File: src/rtl/inst_fetch_resp.sv
// Fetch-stage instruction responder: assembles 32-bit words from a narrow 8-bit
// req/ack bus (four little-endian beats) and short-circuits repeat fetches via a one-word buffer.
module inst_fetch_resp #(
  parameter int unsigned TIMEOUT = 255
) (
  input  logic        clk,
  input  logic        rst,
  input  logic        ce,
  input  logic [31:0] pc,
  input  logic        flush,
  output logic [31:0] inst,
  output logic        inst_valid,
  output logic        inst_err,
  output logic        stall,
  output logic        mem_req,
  output logic [31:0] mem_addr,
  input  logic        mem_ack,
  input  logic [7:0]  mem_rdata
);

  typedef enum logic {IDLE, FETCH} state_e;

  localparam logic [7:0] TMO_LAST = 8'(TIMEOUT - 1);

  state_e      state_q, state_d;
  logic [1:0]  beat_q, beat_d;
  logic [7:0]  timer_q, timer_d;
  logic [31:0] base_q, base_d;
  logic [23:0] asm_q, asm_d;
  logic [31:0] tag_q, tag_d;
  logic        tag_vld_q, tag_vld_d;
  logic [31:0] buf_q, buf_d;
  logic [31:0] inst_q, inst_d;
  logic        inst_valid_q, inst_valid_d;
  logic        inst_err_q, inst_err_d;
  logic        mem_req_q, mem_req_d;
  logic [31:0] mem_addr_q, mem_addr_d;

  logic        aligned;
  logic        hit;
  logic [1:0]  beat_inc;

  assign aligned  = (pc[1:0] == 2'b00);
  assign hit      = tag_vld_q && (tag_q == pc);
  assign beat_inc = beat_q + 2'd1;

  assign stall = (state_q == FETCH) ||
                 ((state_q == IDLE) && ce && !flush && aligned && !hit);

  assign inst       = inst_q;
  assign inst_valid = inst_valid_q;
  assign inst_err   = inst_err_q;
  assign mem_req    = mem_req_q;
  assign mem_addr   = mem_addr_q;

  always_comb begin
    state_d      = state_q;
    beat_d       = beat_q;
    timer_d      = timer_q;
    base_d       = base_q;
    asm_d        = asm_q;
    tag_d        = tag_q;
    tag_vld_d    = tag_vld_q;
    buf_d        = buf_q;
    inst_d       = inst_q;
    inst_valid_d = 1'b0;
    inst_err_d   = inst_err_q;
    mem_req_d    = mem_req_q;
    mem_addr_d   = mem_addr_q;

    case (state_q)
      IDLE: begin
        if (ce && !flush) begin
          if (!aligned) begin
            inst_d       = 32'd0;
            inst_err_d   = 1'b1;
            inst_valid_d = 1'b1;
          end else if (hit) begin
            inst_d       = buf_q;
            inst_err_d   = 1'b0;
            inst_valid_d = 1'b1;
          end else begin
            state_d    = FETCH;
            base_d     = pc;
            beat_d     = 2'd0;
            timer_d    = 8'd0;
            mem_req_d  = 1'b1;
            mem_addr_d = pc;
          end
        end
      end

      FETCH: begin
        // Abort outranks any ack arriving in the same cycle.
        if (flush || !ce) begin
          state_d   = IDLE;
          mem_req_d = 1'b0;
          beat_d    = 2'd0;
          timer_d   = 8'd0;
        end else if (mem_ack) begin
          timer_d = 8'd0;
          if (beat_q == 2'd3) begin
            inst_d       = {mem_rdata, asm_q};
            buf_d        = {mem_rdata, asm_q};
            tag_d        = base_q;
            tag_vld_d    = 1'b1;
            inst_err_d   = 1'b0;
            inst_valid_d = 1'b1;
            mem_req_d    = 1'b0;
            beat_d       = 2'd0;
            state_d      = IDLE;
          end else begin
            case (beat_q)
              2'd0:    asm_d[7:0]   = mem_rdata;
              2'd1:    asm_d[15:8]  = mem_rdata;
              default: asm_d[23:16] = mem_rdata;
            endcase
            beat_d     = beat_inc;
            mem_addr_d = base_q + {30'd0, beat_inc};
          end
        end else if (timer_q == TMO_LAST) begin
          inst_d       = 32'd0;
          inst_err_d   = 1'b1;
          inst_valid_d = 1'b1;
          tag_vld_d    = 1'b0;
          mem_req_d    = 1'b0;
          beat_d       = 2'd0;
          timer_d      = 8'd0;
          state_d      = IDLE;
        end else begin
          timer_d = timer_q + 8'd1;
        end
      end

      default: state_d = IDLE;
    endcase
  end

  always_ff @(posedge clk or negedge rst) begin
    if (!rst) begin
      state_q      <= IDLE;
      beat_q       <= 2'd0;
      timer_q      <= 8'd0;
      base_q       <= 32'd0;
      asm_q        <= 24'd0;
      tag_q        <= 32'd0;
      tag_vld_q    <= 1'b0;
      buf_q        <= 32'd0;
      inst_q       <= 32'd0;
      inst_valid_q <= 1'b0;
      inst_err_q   <= 1'b0;
      mem_req_q    <= 1'b0;
      mem_addr_q   <= 32'd0;
    end else begin
      state_q      <= state_d;
      beat_q       <= beat_d;
      timer_q      <= timer_d;
      base_q       <= base_d;
      asm_q        <= asm_d;
      tag_q        <= tag_d;
      tag_vld_q    <= tag_vld_d;
      buf_q        <= buf_d;
      inst_q       <= inst_d;
      inst_valid_q <= inst_valid_d;
      inst_err_q   <= inst_err_d;
      mem_req_q    <= mem_req_d;
      mem_addr_q   <= mem_addr_d;
    end
  end

endmodule

File: config.mk
export PLATFORM = sky130hd
export DESIGN_NAME = inst_fetch_resp
export DESIGN_NICKNAME = d
export VERILOG_FILES = /design/src/rtl/inst_fetch_resp.sv
export SDC_FILE = /design/constraint.sdc
export NUM_CORES = 1
export LEC_CHECK = 0
export CORE_MARGIN = 2
export CORE_UTILIZATION = 51
export DETAILED_ROUTE_END_ITERATION = 6
export HOLD_SLACK_MARGIN = 0.05
export PLACE_DENSITY = 0.76
export SETUP_SLACK_MARGIN = 0.3
export SYNTH_ARGS = -nofsm -noshare
export SYNTH_HDL_FRONTEND = slang
export SYNTH_SLANG_ARGS = --single-unit
File: constraint.sdc
create_clock -name clk -period 3.7 [get_ports clk]
set_clock_uncertainty 0.1 [all_clocks]
set_input_delay 1.11 -clock clk [delete_from_list [all_inputs] [get_ports clk]]
set_output_delay 1.11 -clock clk [all_outputs]
set_load 0.01 [all_outputs]
# Word-level counts from Yosys, hierarchy flattened
# Cells that the tools add are included.
[totals] output_inout_bits=68 input_bits=45 word_cells=128 reg_bits=199
[classes] n_addsub=3 n_bitwise=5 n_mux=63 eq_ne=16 n_reduce_logical=26
[ops] cell="32-bit two-way mux" count=13
[ops] cell="32-bit case mux with 2 select lines" count=2
[ops] cell="8-bit two-way mux" count=6
[ops] cell="32-bit by 2-bit adder with 32-bit output" count=1
[ops] cell="32-bit equality test" count=1
[ops] cell="1-bit two-way mux" count=29
[ops] cell="5-bit AND reduction" count=5
[ops] cell="8-bit case mux with 2 select lines" count=1
[ops] cell="4-bit AND reduction" count=4
[ops] cell="2-bit two-way mux" count=7
[ops] cell="2-bit != test (second input constant)" count=5
[ops] cell="8-bit by 1-bit adder with 8-bit output (second input constant)" count=1
[ops] cell="8-bit equality test (second input constant)" count=1
[ops] cell="4-bit by 2-bit != test with 1-bit output (second input constant)" count=2
[ops] cell="1-bit case mux with 2 select lines" count=4
[ops] cell="1-bit logical AND" count=6
[ops] cell="3-bit by 2-bit != test with 1-bit output (second input constant)" count=2
[ops] cell="6-bit AND reduction" count=1
[ops] cell="1-bit NOT" count=5
[ops] cell="2-bit zero test" count=2
[ops] cell="2-bit by 1-bit != test with 1-bit output (second input constant)" count=2
[ops] cell="2-bit case mux with 2 select lines" count=1
[ops] cell="1-bit zero test" count=3
[ops] cell="3-bit != test (second input constant)" count=1
[ops] cell="7 further kinds" count=8

# Longest topological paths before layout
[depth] ltp_word=6 mapped_depth=11 depth_no_buf=9

# Worst setup path after synthesis
# Ideal clock, no wire load.
[synth_timing] path_type="in2out" from="input port pc[4]" to="output port stall" slack_ns=-0.149 cell_stages=7 arrival_ns=2.639 n_path_buf=1 required_ns=2.490 cell_sequence="xor2_1 -> nor4_1 -> nand3_2 -> or3_1 -> buf_2 -> a21oi_1 -> inv_1"
[synth_via] elab_chain_len=5
[synth_rtl] element="from (decl)" line_no="9" source="input logic [31:0] pc,"
[synth_rtl] element="32-bit equality test" line_no="44" source="assign hit = tag_vld_q && (tag_q == pc);"
[synth_rtl] element="1-bit logical AND" line_no="44"
[synth_rtl] element="1-bit zero test" line_no="48" source="((state_q == IDLE) && ce && !flush && aligned && !hit);"
[synth_rtl] element="1-bit logical AND" line_no="48"
[synth_rtl] element="1-bit logical OR" line_no="47" source="assign stall = (state_q == FETCH) ||"
[synth_rtl] element="to (decl)" line_no="14" source="output logic stall,"
# Every way passes these cells.

# Final worst setup path
# Ends and elaborated chain as after synthesis.

==> flow_summary.toml <==
[status]
outcome = "complete, but fails checks"
violations = "negative setup slack"

[final_layout]
final_core_util = 0.6548
area_delta_synth_final_pct = 24.99
finalNetCount = 988
drive_above_1_share = 0.3295

[sta]
maxSlewHeadroom = 0.4707
fin_crit_sh = 1.053
tightest_slew_ns = 0.7887
hold_violations = 0
drv_slew = 0
fmax_mhz = 256.7
finalCriticalPeriod_ns = 3.896
setup_viol = 1
fin_ws_ns = -0.1956
hold-worst-slack_ns = 0.3855
grt_setup_unrepaired = "yes"

[synth]
synth_top_area_share = 0.5238
ys_warn_count = 0
netlist_instances = 797
synth_area_per_cell_um2 = 11.93
netlist.top_cell.by_area = "dfrtp_1"
syn_nets = 850
syn_area_mm2 = 0.009507
async_reset_ff_frac = 1.000
synth.most_common_cell = "dfrtp_1"
synth_ff_type = "dfrtp_1"
yosysSeqAreaShare = 0.5238
synth_edf_count = 0
synth_cell_types = 59
yosys-top-cells-count = "199 x dfrtp_1, 126 x mux2_2, 54 x a21oi_1"
synthTopCellsByArea = "dfrtp_1 52%, mux2_2 15%, xor2_1 3.5%"
synth-seq-cells = 199

[place]
port_buffers = 112
gp_congestion = 0.8436
dpl.hpwl_um = 15420

[global_route]
grt_max_degree = 72
grt_overflow_total = 0
grt_pass1_wl_um = 37760
antenna_found_initial = 0
grt_usage = 0.2434
grt_pass1_vias = 7090

[critical_path]
cp.arrival_ns = 2.69
worstPathRequired_ns = 2.49
endpoint_kind = "primary output"
path_delay_family = "simple AND/OR/NAND/NOR gates"
worst-setup-path-type = "input port to primary output"
path_buf_inv = 3
r2r_cells = 9
critPathMaxFanout = 3
rr_endpoint = "mem_addr[24]"
critPathSlowestCell = "or3_4"
path_cells = "clkdlybuf4s15_2 > xor2_2 > nor4_4 > nand3_2 > or3_4 > a21oi_4 > inv_2 > buf_6"
reg2reg_slack_ns = 0.58
start_kind = "input port"
r2r_start = "beat_q[0]"
cpPeakStageDelay_ns = 0.44

[clock_tree]
ctsHoldBuffers = 0
ctsRootBufferMaster = "clkbuf_16"
clkLatencyLatePin_ns = 0.44
cts-buffers-inserted = 17
cts_tree = "built"
clock_sinks = 199
cts_buffer_depth = 2
h-tree-depth = 4
cts.clk_slew.worst_paths_ns = 0.07

[pwr]
comb_power_share = 0.198
ir_drop_v = 0.0003396
power_density_mw_per_mm2 = 469.6
swShare = 0.2808
p_sw_mw = 1.567
p_seq_frac = 0.484
leakage_nw = 5.319
internal_power_mw = 4.013
clkPwrFrac = 0.318

[min_path]
hp-class = "register to register"
min_to = "mem_addr[29]"
holdPathStages = 1
hold_start = "mem_addr[29]"

[floorplanning]
fp.coreArea_mm2 = 0.01815
dieHeight_um = 140.5
start_util = 0.5239
die_area_mm2 = 0.01975
top_level_ports = 113
fp.dieW_um = 140.5
rows = 49

[routing]
drt-initial-drc-count = 505
drtPass1Iterations = 5
drt-total-wl_um = 22930
drtAntennaViolNets = 0
routedWlPerCell_um = 19.48
vias = 6857
drc = 0
vias_per_cell = 5.826

[flow_run]
cap_violations = 0
==> how the worst max path moves through the flow <==
| stage | from | endpoint | slack (ns) | depth (start not counted) |
|---|---|---|---|---|
| 3_5_place_dp | pc[7] | stall | -1.02 | 9 |
| 3_3_place_gp | pc[4] | stall | -0.98 | 8 |
| 2_1_floorplan | pc[11] | stall | -0.008 | 7 |
| 6_report | pc[4] | stall | -0.20 | 8 |
| 5_1_grt | pc[15] | stall | -0.27 | 9 |
| 4_1_cts | pc[30] | stall | -0.21 | 9 |
==> cell families (layout without fill, tap and decap cells) <==
logic type               after synthesis  in the layout  synth area share
AO/OA/AOI/OAI                        178            178            0.1370
multiplexers                         131            131            0.1550
flip-flops                           199            199            0.5238
buffers and inverters                 67            217           0.03001
XOR/XNOR                              61             61           0.05620
other                                  0              1                 0
adder cells (fa/ha/maj)                8              8           0.01132
AND/OR/NAND/NOR                      153            153           0.08660
==> metal layers <==
layer,track usage,part of all wire,vias to the layer above
met5,0,0,-
met4,0.07316,0.018,0
met3,0.04615,0.052,29
met2,0.4079,0.50,187
met1,0.3253,0.43,3502
li1,-,-,3139
==> placed cells by master, fill, tap and decap left out, types with 22 or more instances in the layout <==
cell	Yosys	routed
a21oi_1	54	53
buf_4	0	50
clkdlybuf4s50_1	0	79
dfrtp_1	199	199
mux2_2	126	126
nand2_1	43	43
nor2_1	27	27
o21ai_0	48	48
xnor2_1	23	22
xor2_1	38	24
==> area by class of cell <==
cell class / instances / area, um2
antenna: 1 / 2.502
clock buffer: 21 / 470.5
clock inverter: 10 / 85.08
fill: 1327 / 6265
inverter: 18 / 67.56
multi-input combinational: 531 / 4428
sequential: 199 / 4980
tap: 229 / 286.5
timing repair buffer: 168 / 1563
==> sequential cells by signal, summed over array words and instances, names as in the netlist, 2 cells and up <==
name / count
mem_addr: 32
base_q: 32
timer_q: 8
beat_q: 2
buf_q: 32
inst: 32
tag_q: 32
asm_q: 24
==> power groups by stage <==
| stage | clock [mW] | combinational [mW] | sequential (mW) |
|---|---|---|---|
| final | 1.78 | 1.10 | 2.70 |
| after global routing | 1.89 | 1.20 | 2.73 |
| after CTS | 1.80 | 1.11 | 2.70 |
| after detailed placement | 0 | 1.11 | 2.73 |
| after global placement | 0 | 1.08 | 2.73 |
| after floorplan | 0 | 0.485 | 2.74 |
==> what timing repair did <==
| action | CTS | global route |
|---|---|---|
| resized for setup | 115 | 23 |
| setup buffers | 1 | 3 |
| hold endpoints to repair | 0 | 0 |
| endpoints found under the setup margin | 27 | 1 |
| pin swaps | 29 | 9 |
==> metrics by stage <==
step           cell area (um2)  instances  setup TNS (ns)  power (mW)  worst slack (ns)
4_1_cts                  11820       1173         -0.2122       5.606           -0.2122
3_5_place_dp             11190       1141          -10.65       3.841            -1.021
3_3_place_gp             11190       1141          -6.552       3.808           -0.9812
5_1_grt                  11880       1176         -0.2720       5.819           -0.2720
2_1_floorplan             9524        797       -0.008017       3.226         -0.008017
6_report                 11880       1177         -0.1956       5.580           -0.1956
Power figures use the tool's default switching activity.
==> RTL edit: new RTL, same flow settings <==
`tag_q`, `buf_q` and `mem_addr_q` no longer have a reset.
--- a/src/rtl/inst_fetch_resp.sv
+++ b/src/rtl/inst_fetch_resp.sv
@@ -143,29 +143,29 @@
       timer_q      <= 8'd0;
       base_q       <= 32'd0;
       asm_q        <= 24'd0;
-      tag_q        <= 32'd0;
       tag_vld_q    <= 1'b0;
-      buf_q        <= 32'd0;
       inst_q       <= 32'd0;
       inst_valid_q <= 1'b0;
       inst_err_q   <= 1'b0;
       mem_req_q    <= 1'b0;
-      mem_addr_q   <= 32'd0;
     end else begin
       state_q      <= state_d;
       beat_q       <= beat_d;
       timer_q      <= timer_d;
       base_q       <= base_d;
       asm_q        <= asm_d;
-      tag_q        <= tag_d;
       tag_vld_q    <= tag_vld_d;
-      buf_q        <= buf_d;
       inst_q       <= inst_d;
       inst_valid_q <= inst_valid_d;
       inst_err_q   <= inst_err_d;
       mem_req_q    <= mem_req_d;
-      mem_addr_q   <= mem_addr_d;
     end
+  end
+
+  always_ff @(posedge clk) begin
+    tag_q      <= tag_d;
+    buf_q      <= buf_d;
+    mem_addr_q <= mem_addr_d;
   end
 
 endmodule
Function: changed (Yosys sat finds a counterexample within 4 cycles, from zero or initial values and one cycle with rst low).
==> RTL edit against the unedited design <==
  * Via count down 17%
  * First-iteration DRC count down 11%
  * Worst setup slack better by 0.20 ns
  * Fmax up 5.4%
  * Wire length down 16%
  * Final area down 7.5%
  * Sequential cell count unchanged
  * Non-clock buffer count down 10
  * Worst hold slack worse by 0.010 ns
  * Synthesized area down 9.7%
Power is not compared: it rests on default switching activity, and its combinational part moved more than twofold at a synthesized area within 25%.
==> RTL edit: results <==
export IMPL_timing_critical_path_fanout_max=2
export IMPL_ys_seq_area_share_pct=63.6
export IMPL_tns_ns=0
export IMPL_drt_initial_drc_count=447
export IMPL_fillers=1111
export IMPL_arrival_ns=2.49
export IMPL_vias=5678
export IMPL_grt_pass1_wl_mm=30.6
export IMPL_cpPeakStageDelay_ns=0.38
export IMPL_synth_edf_count=96
export IMPL_synth_fp_nets=674
export IMPL_slowest_stage="a311oi_4"
export IMPL_grt_max_degree=66
export IMPL_maxSlewHeadroom_pct=45.0
export IMPL_grt_pass1_vias=5614
export IMPL_post_synth_num_cell_types=41
export IMPL_outcome="complete, no violations"
export IMPL_critPathLaunch="pc[3]"
export IMPL_critPathTopFamily="compound AO/OA/AOI/OAI gates"
export IMPL_hp_start="base_q[13]$_DFFE_PN0P_"
export IMPL_final_layout_size_suffix_gt1_share_pct=24.8
export IMPL_place_detailed_hpwl_mm=12.8
export IMPL_async_flop_share_pct=51.8
export IMPL_routed_wl_mm=19.3
export IMPL_place_congestion=0.802
export IMPL_diodes=0
RTL edit: cell types whose count changed after synthesis, moves of 24 or more:
cell | unedited run | this run
edfxtp_1 | 0 | 96
o21ai_0 | 48 | 2
xnor2_1 | 23 | 47
dfrtp_1 | 199 | 103
a22o_1 | 1 | 65
mux2_4 | 0 | 26
mux2_2 | 126 | 30
RTL edit: cell type report:
type | instances | area share, %
clock buffers | 22 | 4.32
clock inverters | 10 | 0.831
inverters | 14 | 0.478
multi-input cells | 382 | 29.0
flip-flops and latches | 199 | 49.7
well taps | 220 | 2.50
repair buffers | 158 | 13.2
RTL edit: through the flow:
stage	instance area [sq um]	cells
2_1_floorplan	8650	621
3_3_place_gp	10300	971
3_5_place_dp	10300	971
4_1_cts	11000	1005
5_1_grt	11000	1005
6_report	11000	1005
RTL edit: report_power, final:
| group | switching (W) | total (W) | internal, W |
|---|---|---|---|
| clock network | 0.000803 | 0.00179 | 0.000988 |
| registers | 0.000155 | 0.00263 | 0.00248 |
| logic | 0.000242 | 0.000546 | 0.000304 |
RTL edit: worst paths after layout:
check | endpoint | slack, ns | depth (start not counted)
worst max-delay path | stall | 0.003 | 7
worst min-delay path | tag_q[13]$_DFFE_PP_ | 0.38 | 0
worst max register to register | mem_addr[31]$_DFFE_PP_ | 0.84 | 9
worst min register to register | tag_q[13]$_DFFE_PP_ | 0.38 | 0
max in group asynchronous | inst[18]$_DFFE_PN0P_ | 2.09 | 2
min in group asynchronous | asm_q[21]$_DFFE_PN0P_ | 0.64 | 1
RTL edit: timing repair:
item                                    CTS  global route
endpoints found under the hold margin     0             0
buffers inserted                          2             0
gates resized for setup                 123            15
endpoints found under the setup margin    1             1
pin swaps                                38            14
RTL edit: cell families after synthesis:
family,share of synthesized area (%)
DFF,63.6
and+or+nand+nor,7.68
AOI/OAI and AO/OA,10.2
xor gates and xnor gates,6.53
muxes,8.71
buffers and inverters,2.08
adders and majority gates,1.25
RTL edit: routing by layer:
layer | part of all wire, % | wire length, um | vias up | global-route usage, %
li1 | - | - | 2602 | -
met1 | 44 | 8560 | 2853 | 31.8
met2 | 49 | 9430 | 189 | 35.4
met3 | 5.3 | 1020 | 34 | 4.34
met4 | 1.7 | 325 | 0 | 6.56
met5 | 0 | 0 | - | 0
